File: src/rtl/seq_control_unit_pkg.sv
// seq_control_unit_pkg: opcodes, state enum, field extraction and mux offsets for seq_control_unit
package seq_cu_pkg;
  localparam logic [1:0] OPC_MV  = 2'b00;
  localparam logic [1:0] OPC_MVI = 2'b01;
  localparam logic [1:0] OPC_ALU = 2'b10;
  localparam logic [1:0] OPC_RSV = 2'b11;
  typedef enum logic [2:0] {S_IDLE, S_FETCH, S_MV, S_IMM, S_ALU_A, S_ALU_B, S_WRITE} state_t;
  function automatic int unsigned field(input logic [31:0] w, input int unsigned lsb, input int unsigned width);
    return (w >> lsb) & ((32'd1 << width) - 32'd1);
  endfunction
  function automatic int unsigned rx_of(input logic [31:0] w, input int unsigned instr_w, input int unsigned reg_aw);
    return field(w, instr_w - reg_aw, reg_aw);
  endfunction
  function automatic int unsigned ry_of(input logic [31:0] w, input int unsigned instr_w, input int unsigned reg_aw);
    return field(w, instr_w - 2 * reg_aw, reg_aw);
  endfunction
  function automatic int unsigned alu_of(input logic [31:0] w, input int unsigned alu_w);
    return field(w, 2, alu_w);
  endfunction
  function automatic int unsigned opc_of(input logic [31:0] w);
    return field(w, 0, 2);
  endfunction
  function automatic int unsigned mux_c(input int unsigned num_regs);
    return num_regs;
  endfunction
  function automatic int unsigned mux_din(input int unsigned num_regs);
    return num_regs + 1;
  endfunction
endpackage

File: src/rtl/seq_control_unit_if.sv
// seq_control_unit_if: control/handshake bundle between the sequencer (master) and the datapath (slave)
interface seq_control_unit_if #(
  parameter int NUM_REGS  = 8,
  parameter int INSTR_W   = 16,
  parameter int ALU_SEL_W = 3
);
  localparam int MUX_W = $clog2(NUM_REGS + 2);
  logic                 run;
  logic [INSTR_W-1:0]   instruction;
  logic                 din_valid;
  logic                 en_i;
  logic                 en_s;
  logic                 en_c;
  logic [NUM_REGS-1:0]  en_r;
  logic [MUX_W-1:0]     mux_sel;
  logic [ALU_SEL_W-1:0] alu_sel;
  logic                 done;
  logic                 busy;
  logic                 illegal;
  logic [15:0]          retired;
  modport master (
    input  run, instruction, din_valid,
    output en_i, en_s, en_c, en_r, mux_sel, alu_sel, done, busy, illegal, retired
  );
  modport slave (
    output run, instruction, din_valid,
    input  en_i, en_s, en_c, en_r, mux_sel, alu_sel, done, busy, illegal, retired
  );
endinterface

File: src/rtl/seq_control_unit_reg_wr_decoder.sv
// reg_wr_decoder: register index plus enable to one-hot register write enables
module reg_wr_decoder #(
  parameter int NUM_REGS = 8,
  parameter int REG_AW   = 3
) (
  input  logic [REG_AW-1:0]   idx,
  input  logic                en,
  output logic [NUM_REGS-1:0] onehot
);
  // at most one write enable, selected by idx
  always_comb begin
    onehot      = '0;
    onehot[idx] = en;
  end
endmodule

File: src/rtl/seq_control_unit.sv
// seq_control_unit: multicycle fetch/decode/execute sequencer; SEQ_CU_RETIRE_CNT_EN adds a retired-instruction counter
module seq_control_unit
  import seq_cu_pkg::*;
#(
  parameter int NUM_REGS  = 8,
  parameter int INSTR_W   = 16,
  parameter int ALU_SEL_W = 3
) (
  input logic               clk,
  input logic               reset,
  seq_control_unit_if.master bus
);
  localparam int REG_AW = $clog2(NUM_REGS);
  localparam int MUX_W  = $clog2(NUM_REGS + 2);
  state_t               state;
  logic [INSTR_W-1:0]   ir;
  logic [REG_AW-1:0]    rx;
  logic [REG_AW-1:0]    ry;
  logic [ALU_SEL_W-1:0] alu;
  logic [1:0]           live_opc;
  logic                 wr_en;
  // sequencer: dropping run aborts to IDLE; FETCH decodes the live bus while ir latches it
  always_ff @(posedge clk) begin
    if (reset) begin
      state <= S_IDLE;
      ir    <= '0;
    end else begin
      if (state == S_FETCH) ir <= bus.instruction;
      if (!bus.run) state <= S_IDLE;
      else case (state)
        S_IDLE:  state <= S_FETCH;
        S_FETCH: state <= live_opc == OPC_MV ? S_MV : live_opc == OPC_MVI ? S_IMM : live_opc == OPC_ALU ? S_ALU_A : S_IDLE;
        S_IMM:   state <= bus.din_valid ? S_IDLE : S_IMM;
        S_ALU_A: state <= S_ALU_B;
        S_ALU_B: state <= S_WRITE;
        default: state <= S_IDLE;
      endcase
    end
  end
  // output decode from state and latched instruction; IMM writes only when the immediate is present
  always_comb begin
    rx           = REG_AW'(rx_of(32'(ir), INSTR_W, REG_AW));
    ry           = REG_AW'(ry_of(32'(ir), INSTR_W, REG_AW));
    alu          = ALU_SEL_W'(alu_of(32'(ir), ALU_SEL_W));
    live_opc     = 2'(opc_of(32'(bus.instruction)));
    bus.en_i     = state == S_FETCH;
    bus.en_s     = state == S_ALU_A;
    bus.en_c     = state == S_ALU_B;
    bus.alu_sel  = state == S_ALU_B ? alu : '0;
    bus.mux_sel  = state == S_ALU_A ? MUX_W'(rx) :
                   state == S_ALU_B || state == S_MV ? MUX_W'(ry) :
                   state == S_IMM ? MUX_W'(mux_din(NUM_REGS)) :
                   state == S_WRITE ? MUX_W'(mux_c(NUM_REGS)) : '0;
    wr_en        = state == S_MV || state == S_WRITE || (state == S_IMM && bus.din_valid);
    bus.illegal  = state == S_FETCH && live_opc == OPC_RSV;
    bus.done     = wr_en || bus.illegal;
    bus.busy     = state != S_IDLE;
  end
  reg_wr_decoder #(.NUM_REGS(NUM_REGS), .REG_AW(REG_AW)) u_wr_dec (
    .idx   (rx),
    .en    (wr_en),
    .onehot(bus.en_r)
  );
`ifdef SEQ_CU_RETIRE_CNT_EN
  logic [15:0] retired_q;
  // counts every retire, illegal included, wrapping at 16 bits
  always_ff @(posedge clk) begin
    if (reset) retired_q <= '0;
    else if (bus.done) retired_q <= retired_q + 16'd1;
  end
  assign bus.retired = retired_q;
`else
  assign bus.retired = '0;
`endif
endmodule

File: src/flat_wrapper.sv
// flat-port wrapper written by rule: the top's interface ports become plain ports
module seq_control_unit_flat import seq_cu_pkg::*;
#(
  parameter int NUM_REGS  = 8,
  parameter int INSTR_W   = 16,
  parameter int ALU_SEL_W = 3
)
  (clk, reset, bus_run, bus_instruction, bus_din_valid, bus_en_i, bus_en_s, bus_en_c, bus_en_r, bus_mux_sel, bus_alu_sel, bus_done, bus_busy, bus_illegal, bus_retired);
  seq_control_unit_if #(.NUM_REGS(NUM_REGS), .INSTR_W(INSTR_W), .ALU_SEL_W(ALU_SEL_W)) bus_i ();
  input logic clk;
  input logic reset;
  input wire logic [$bits(bus_i.run)-1:0] bus_run;
  input wire logic [$bits(bus_i.instruction)-1:0] bus_instruction;
  input wire logic [$bits(bus_i.din_valid)-1:0] bus_din_valid;
  output wire logic [$bits(bus_i.en_i)-1:0] bus_en_i;
  output wire logic [$bits(bus_i.en_s)-1:0] bus_en_s;
  output wire logic [$bits(bus_i.en_c)-1:0] bus_en_c;
  output wire logic [$bits(bus_i.en_r)-1:0] bus_en_r;
  output wire logic [$bits(bus_i.mux_sel)-1:0] bus_mux_sel;
  output wire logic [$bits(bus_i.alu_sel)-1:0] bus_alu_sel;
  output wire logic [$bits(bus_i.done)-1:0] bus_done;
  output wire logic [$bits(bus_i.busy)-1:0] bus_busy;
  output wire logic [$bits(bus_i.illegal)-1:0] bus_illegal;
  output wire logic [$bits(bus_i.retired)-1:0] bus_retired;
  assign bus_i.run = bus_run;
  assign bus_i.instruction = bus_instruction;
  assign bus_i.din_valid = bus_din_valid;
  assign bus_en_i = bus_i.en_i;
  assign bus_en_s = bus_i.en_s;
  assign bus_en_c = bus_i.en_c;
  assign bus_en_r = bus_i.en_r;
  assign bus_mux_sel = bus_i.mux_sel;
  assign bus_alu_sel = bus_i.alu_sel;
  assign bus_done = bus_i.done;
  assign bus_busy = bus_i.busy;
  assign bus_illegal = bus_i.illegal;
  assign bus_retired = bus_i.retired;
  seq_control_unit #(.NUM_REGS(NUM_REGS), .INSTR_W(INSTR_W), .ALU_SEL_W(ALU_SEL_W)) u_core (.clk(clk), .reset(reset), .bus(bus_i));
endmodule
File: config.mk
export PLATFORM = sky130hd
export DESIGN_NAME = seq_control_unit_flat
export DESIGN_NICKNAME = d
export VERILOG_FILES = /design/src/rtl/seq_control_unit_pkg.sv /design/src/rtl/seq_control_unit_if.sv /design/src/rtl/seq_control_unit_reg_wr_decoder.sv /design/src/rtl/seq_control_unit.sv /design/src/flat_wrapper.sv
export SDC_FILE = /design/constraint.sdc
export NUM_CORES = 1
export LEC_CHECK = 0
export CORE_ASPECT_RATIO = 1.75
export CORE_MARGIN = 2
export CORE_UTILIZATION = 35
export CTS_CLUSTER_SIZE = 8
export DETAILED_ROUTE_END_ITERATION = 7
export HOLD_SLACK_MARGIN = 0.06
export PLACE_DENSITY_LB_ADDON = 0.25
export SYNTH_ARGS = -nofsm -noshare
export SYNTH_HDL_FRONTEND = slang
export SYNTH_HIERARCHICAL = 1
export SYNTH_SLANG_ARGS = --single-unit
export TNS_END_PERCENT = 1
File: constraint.sdc
create_clock -name clk -period 2.1 [get_ports clk]
set_input_delay 0.42 -clock clk [delete_from_list [all_inputs] [get_ports clk]]
set_output_delay 0.42 -clock clk [all_outputs]
set_load 0.05 [all_outputs]
==> reports/metrics.csv, run 1 <==
metric,value,unit
"Req. time, crit path",1680,ps
vias in the first global route,702,
Post-CTS Hold Buffers,0,
Synth Instances,95,
"Async S/R FF share, synth",0,%
drt total wl,1890,um
DR DRC count,0,
Core ar.,0.00230,mm^2
post-layout util,62.1,%
Yosys reg bits,12,
peak fanout along the critical path,8,
CP arrival,1590,ps
clk_lat worst skew,240,ps
Ys Warns,6,
post-synth top area cell,dfxtp_1,
Starting Density,37.2,%
Syn-to-layout area delta,66.9,%
# IOs,57,
hpwl dp,1560,um
Post-Layout Cell Count,159,
top post-synthesis cells by area,"dfxtp_1, buf_4, mux2i_1",
R2R setup slack,690,ps
most used routing layer,met2,
Inserted Diodes,0,
post-synthesis sequential area ratio,28.0,%
row cnt,23,
endpoints failing setup,0,
antenna violations before repair,0,
CTS root buffer,clkbuf_8,
total grt overflow,0,
kind of critical path,reg -> out,
DR vias,761,
highest clock rate,0.497,GHz
critical path launch point type,flip-flop,
Clock Skews,2.80,ps
Die Ht,69.5,um
Post-synth EDFFs,0,
Post-synth top cells,"buf_4, dfxtp_1, nor2_1",
LEAKAGE,0.632,nW
Placed Area,0.00137,mm^2
post-cts resize count,4,
final hold violation count,0,
Max IR drop VDD,0.358,mV
share of layout cells above drive strength 1,30.6,%
"Top FF cell, synth",dfxtp_1,
Longest Clk Path Bufs,2,
"Reg clk slew, reported paths",50,ps
synthesized area,857,um^2
Die ar.,0.00288,mm^2
drt initial violations,13,
# port buffers,35,
Power Density,473,mW/mm^2
M2 GR Usage,26.2,%
library cells used by synthesis,38,
Global Route met3 Usage,2.34,%
routing usage on met1,11.3,%
status,"finished, final reports clean",
htree depth,1,
routed wirelength normalized by instance count,11.9,um
Final Instance Area,0.00143,mm^2
CTS sink cnt,12,
CTS tree,done,
crit end category,output pin,
layout net count,155,
Tot GR Track Use,13.3,%
Final Slew Violations,0,
Mapped Avg Cell Area,9.02,um^2
Synth top area share,28.0,%
vias per cell,4.79,
cts bufs inserted,3,
placer's final routability congestion estimate,0.666,
largest net degree at the start of global routing,12,
hold_ws,497,ps
RSZ-0062 raised after global routing,no,
post-route ant nets,0,
most frequent cell after synthesis,buf_4,
Placed Cells incl. Taps,155,
Min-Delay Path Class,reg -> reg,
drt first pass iters,7,
crit share post-route,95.8,%
Tmin final,2010,ps
post-CTS setup buffers,0,
first-pass GRT wire length,3000,um
max_cap viols,0,
setup tns final,0,ps
DIE WIDTH,41.4,um
==> logic make-up (layout without fill, tap and decap cells) <==
group / count (synthesis) / count (layout) / share of synthesized area (%)
compound gates: 8 / 8 / 6.72
xor+xnor: 1 / 1 / 1.02
buf+inv: 24 / 48 / 20.0
flops: 12 / 12 / 28.0
mux: 9 / 9 / 10.5
other cells: 1 / 16 / 0.438
simple gates: 40 / 40 / 33.3
==> critical path, cell delays in order, from the launching register on <==
cell and delay, ps:
dfxtp_1 470, and3b_1 310, a21o_1 200, a22o_1 190, buf_4 190
==> flip-flops by register name (all words and copies together) (netlist names) <==
name,flops
u_core/state,3
u_core/ir,9
==> where the power goes <==
part           switching (mW)  internal [mW]  leakage, nW
Combinational           0.112         0.0642        0.505
Sequential             0.0152          0.239       0.0982
Clock                  0.0801          0.165       0.0288
==> path summary, 6_finish.rpt <==
| kind | startpoint | to | depth (start not counted) |
|---|---|---|---|
| setup / recovery | u_core/state[1] | bus_mux_sel[2] | 4 |
| hold / removal | u_core/ir[2] | u_core/ir[2] | 2 |
| setup reg to reg | u_core/state[1] | u_core/ir[11] | 5 |
| hold reg to reg | u_core/ir[2] | u_core/ir[2] | 2 |
==> routing by layer <==
metal,wire [um],vias up
li1,-,376
met1,655,350
met2,1080,31
met3,113,4
met4,36,0
met5,0,-
==> layout by cell type, fill, tap and decap left out, types with 4 or more instances in the layout <==
cell | synthesis | routed
conb_1 | 1 | 16
and2_1 | 4 | 4
clkbuf_8 | 0 | 4
clkdlybuf4s50_1 | 0 | 13
dfxtp_1 | 12 | 11
nor2_1 | 12 | 12
buf_4 | 17 | 10
buf_12 | 0 | 18
mux2i_1 | 9 | 9
==> per-stage QoR <==
| step | power (mW) | worst slack [ps] |
|---|---|---|
| after floorplan | 0.402 | -30.9 |
| after CTS | 0.685 | 69.6 |
| after global routing | 0.703 | 10.8 |
| final | 0.676 | 87.8 |
| after global placement | 0.431 | -163 |
| after detailed placement | 0.434 | -198 |
==> cell type report <==
type                            count  area, um^2
Multi-Input combinational cell     74         520
Timing Repair Buffer               42         574
Inverter                            2        7.51
Sequential cell                    12         241
Fill cell                         218         872
Tap cell                           25        31.3
Clock buffer                        4        55.1
Note: power is estimated with default switching activity, not from simulation.
==> run 2, diff against run 1 <==
- REMOVE_ABC_BUFFERS: default -> 1
==> reports/metrics.csv, run 2 (synthesis results as in run 1) <==
metric,value,unit
Clock Skews,1.44,ps
Int Pwr,0.468,mW
Tmin final,2000,ps
Min-Delay Path Class,reg -> reg,
first-pass GRT wire length,3310,um
clk_lat worst skew,240,ps
DIE WIDTH,41.4,um
Placed Area,0.00135,mm^2
Die ar.,0.00288,mm^2
"Most flops, register",u_core/ir,
Power Density,475,mW/mm^2
share of layout cells above drive strength 1,32.8,%
"commonest cells after routing, fill and taps aside","buf_12, conb_1, clkdlybuf4s50_1, nor2_1",
Top Registers,"u_core/ir: 9 flops, u_core/state: 3 flops",
Die Ht,69.5,um
Syn-to-layout area delta,67.0,%
drt total wl,1900,um
status,"finished, final reports clean",
hpwl dp,1520,um
endpoints failing setup,0,
LEAKAGE,0.632,nW
# IOs,57,
CP arrival,1580,ps
layout net count,155,
hold path startpoint,u_core/ir[3],
post-route ant nets,0,
RSZ-0062 raised after global routing,no,
"Req. time, crit path",1680,ps
largest net degree at the start of global routing,12,
sequential fraction of design power,37.4,%
Clk network pwr share,36.7,%
post-CTS setup buffers,0,
htree depth,1,
Max IR drop VDD,0.464,mV
"Reg clk slew, reported paths",50,ps
max_cap viols,0,
Post-CTS Hold Buffers,0,
antenna violations before repair,0,
vias per cell,4.70,
DR DRC count,0,
crit share post-route,95.0,%
worst-case reg-to-reg path depth,5,
# port buffers,35,
routed wirelength normalized by instance count,12.0,um
kind of critical path,reg -> out,
vias in the first global route,763,
peak fanout along the critical path,8,
highest clock rate,0.501,GHz
row cnt,23,
Tot GR Track Use,14.6,%
fillers,204,
drt initial violations,7,
Hold Path Stages,2,
final hold violation count,0,
CTS root buffer,clkbuf_8,
CTS tree,done,
DR vias,748,
Final Slew Violations,0,
max reg flops,9,
Final Instance Area,0.00143,mm^2
drt first pass iters,4,
WHS Endpoint,u_core/ir[3],
Logic pwr share,25.9,%
Starting Density,37.2,%
placer's final routability congestion estimate,0.768,
setup tns final,0,ps
Longest Clk Path Bufs,2,
Multi-input gate area,522,um^2
CTS sink cnt,12,
NetSw,0.211,mW
total power draw,0.679,mW
cts bufs inserted,3,
sequential cell area,244,um^2
Critical R2R Capture,u_core/ir[2],
R2R setup slack,730,ps
total grt overflow,0,
Inserted Diodes,0,
Core ar.,0.00230,mm^2
crit end category,output pin,
r2r startpoint,u_core/state[1],
"commonest non-fill, non-tap cell in the layout",buf_12,
Switching Share,31.1,%
critical path launch point type,flip-flop,
==> run 2: worst max path at each step <==
| stage | cells past startpoint | end | startpoint | slack, ps |
|---|---|---|---|---|
| after global placement | 6 | bus_en_r[0] | bus_din_valid | -80 |
| final | 5 | bus_mux_sel[2] | u_core/state[2] | 100 |
| after floorplan | 3 | bus_done | u_core/state[0] | -710 |
| after global routing | 5 | bus_mux_sel[2] | u_core/state[2] | 30 |
| after CTS | 4 | bus_mux_sel[2] | u_core/state[2] | 30 |
| after detailed placement | 6 | bus_en_r[0] | bus_din_valid | -110 |
==> run 2: cell type report <==
class,instances,area share (%)
Sequential cell,12,17.0
Inverter,2,0.524
Tap cell,25,2.19
Multi-Input combinational cell,74,36.5
Timing Repair Buffer,42,39.9
Clock buffer,4,3.85
==> run 2: layer usage <==
| metal | up-vias | routed length, um | global-route usage, % |
|---|---|---|---|
| li1 | 374 | - | - |
| met1 | 343 | 656 | 14.7 |
| met2 | 29 | 1110 | 27.8 |
| met3 | 2 | 108 | 1.82 |
| met4 | 0 | 25 | 7.53 |
| met5 | - | 0 | 0 |
==> run 2: power groups by stage <==
stage	sequential, mW	combinational [mW]	clock, mW
global route	0.257	0.186	0.264
floorplan	0.254	0.115	0
finish	0.254	0.176	0.249
CTS	0.253	0.176	0.254
detailed placement	0.257	0.175	0
global placement	0.256	0.173	0
==> run 2: critical path, stage by stage, from the launching register on <==
cell	delay, ps
dfxtp_2	350
buf_4	160
and3b_2	260
a21o_1	190
a22o_1	180
buf_4	190
==> run 2: repair_timing <==
item,4_1_cts,5_1_grt
pin swaps,1,0
gates resized for setup,6,4
setup endpoints to repair,9,4
gates cloned,1,0
==> run 2: per-stage QoR <==
step / setup WS [ps] / hold WS, ps / util [%] / std cells
2_1_floorplan: -705 / 452 / - / 88
3_3_place_gp: -84.9 / 465 / 58.6 / 154
3_5_place_dp: -108 / 487 / 58.6 / 154
4_1_cts: 27.7 / 502 / 61.7 / 159
5_1_grt: 33.3 / 539 / 62.2 / 159
6_report: 104 / 500 / 62.2 / 159
==> run 3, diff against run 2 <==
- CAP_MARGIN: default -> 20
- GPL_TIMING_DRIVEN: default -> 1
==> results of run 3 <==
Same layout as run 2: the final DEF is identical, and so are final timing and power.
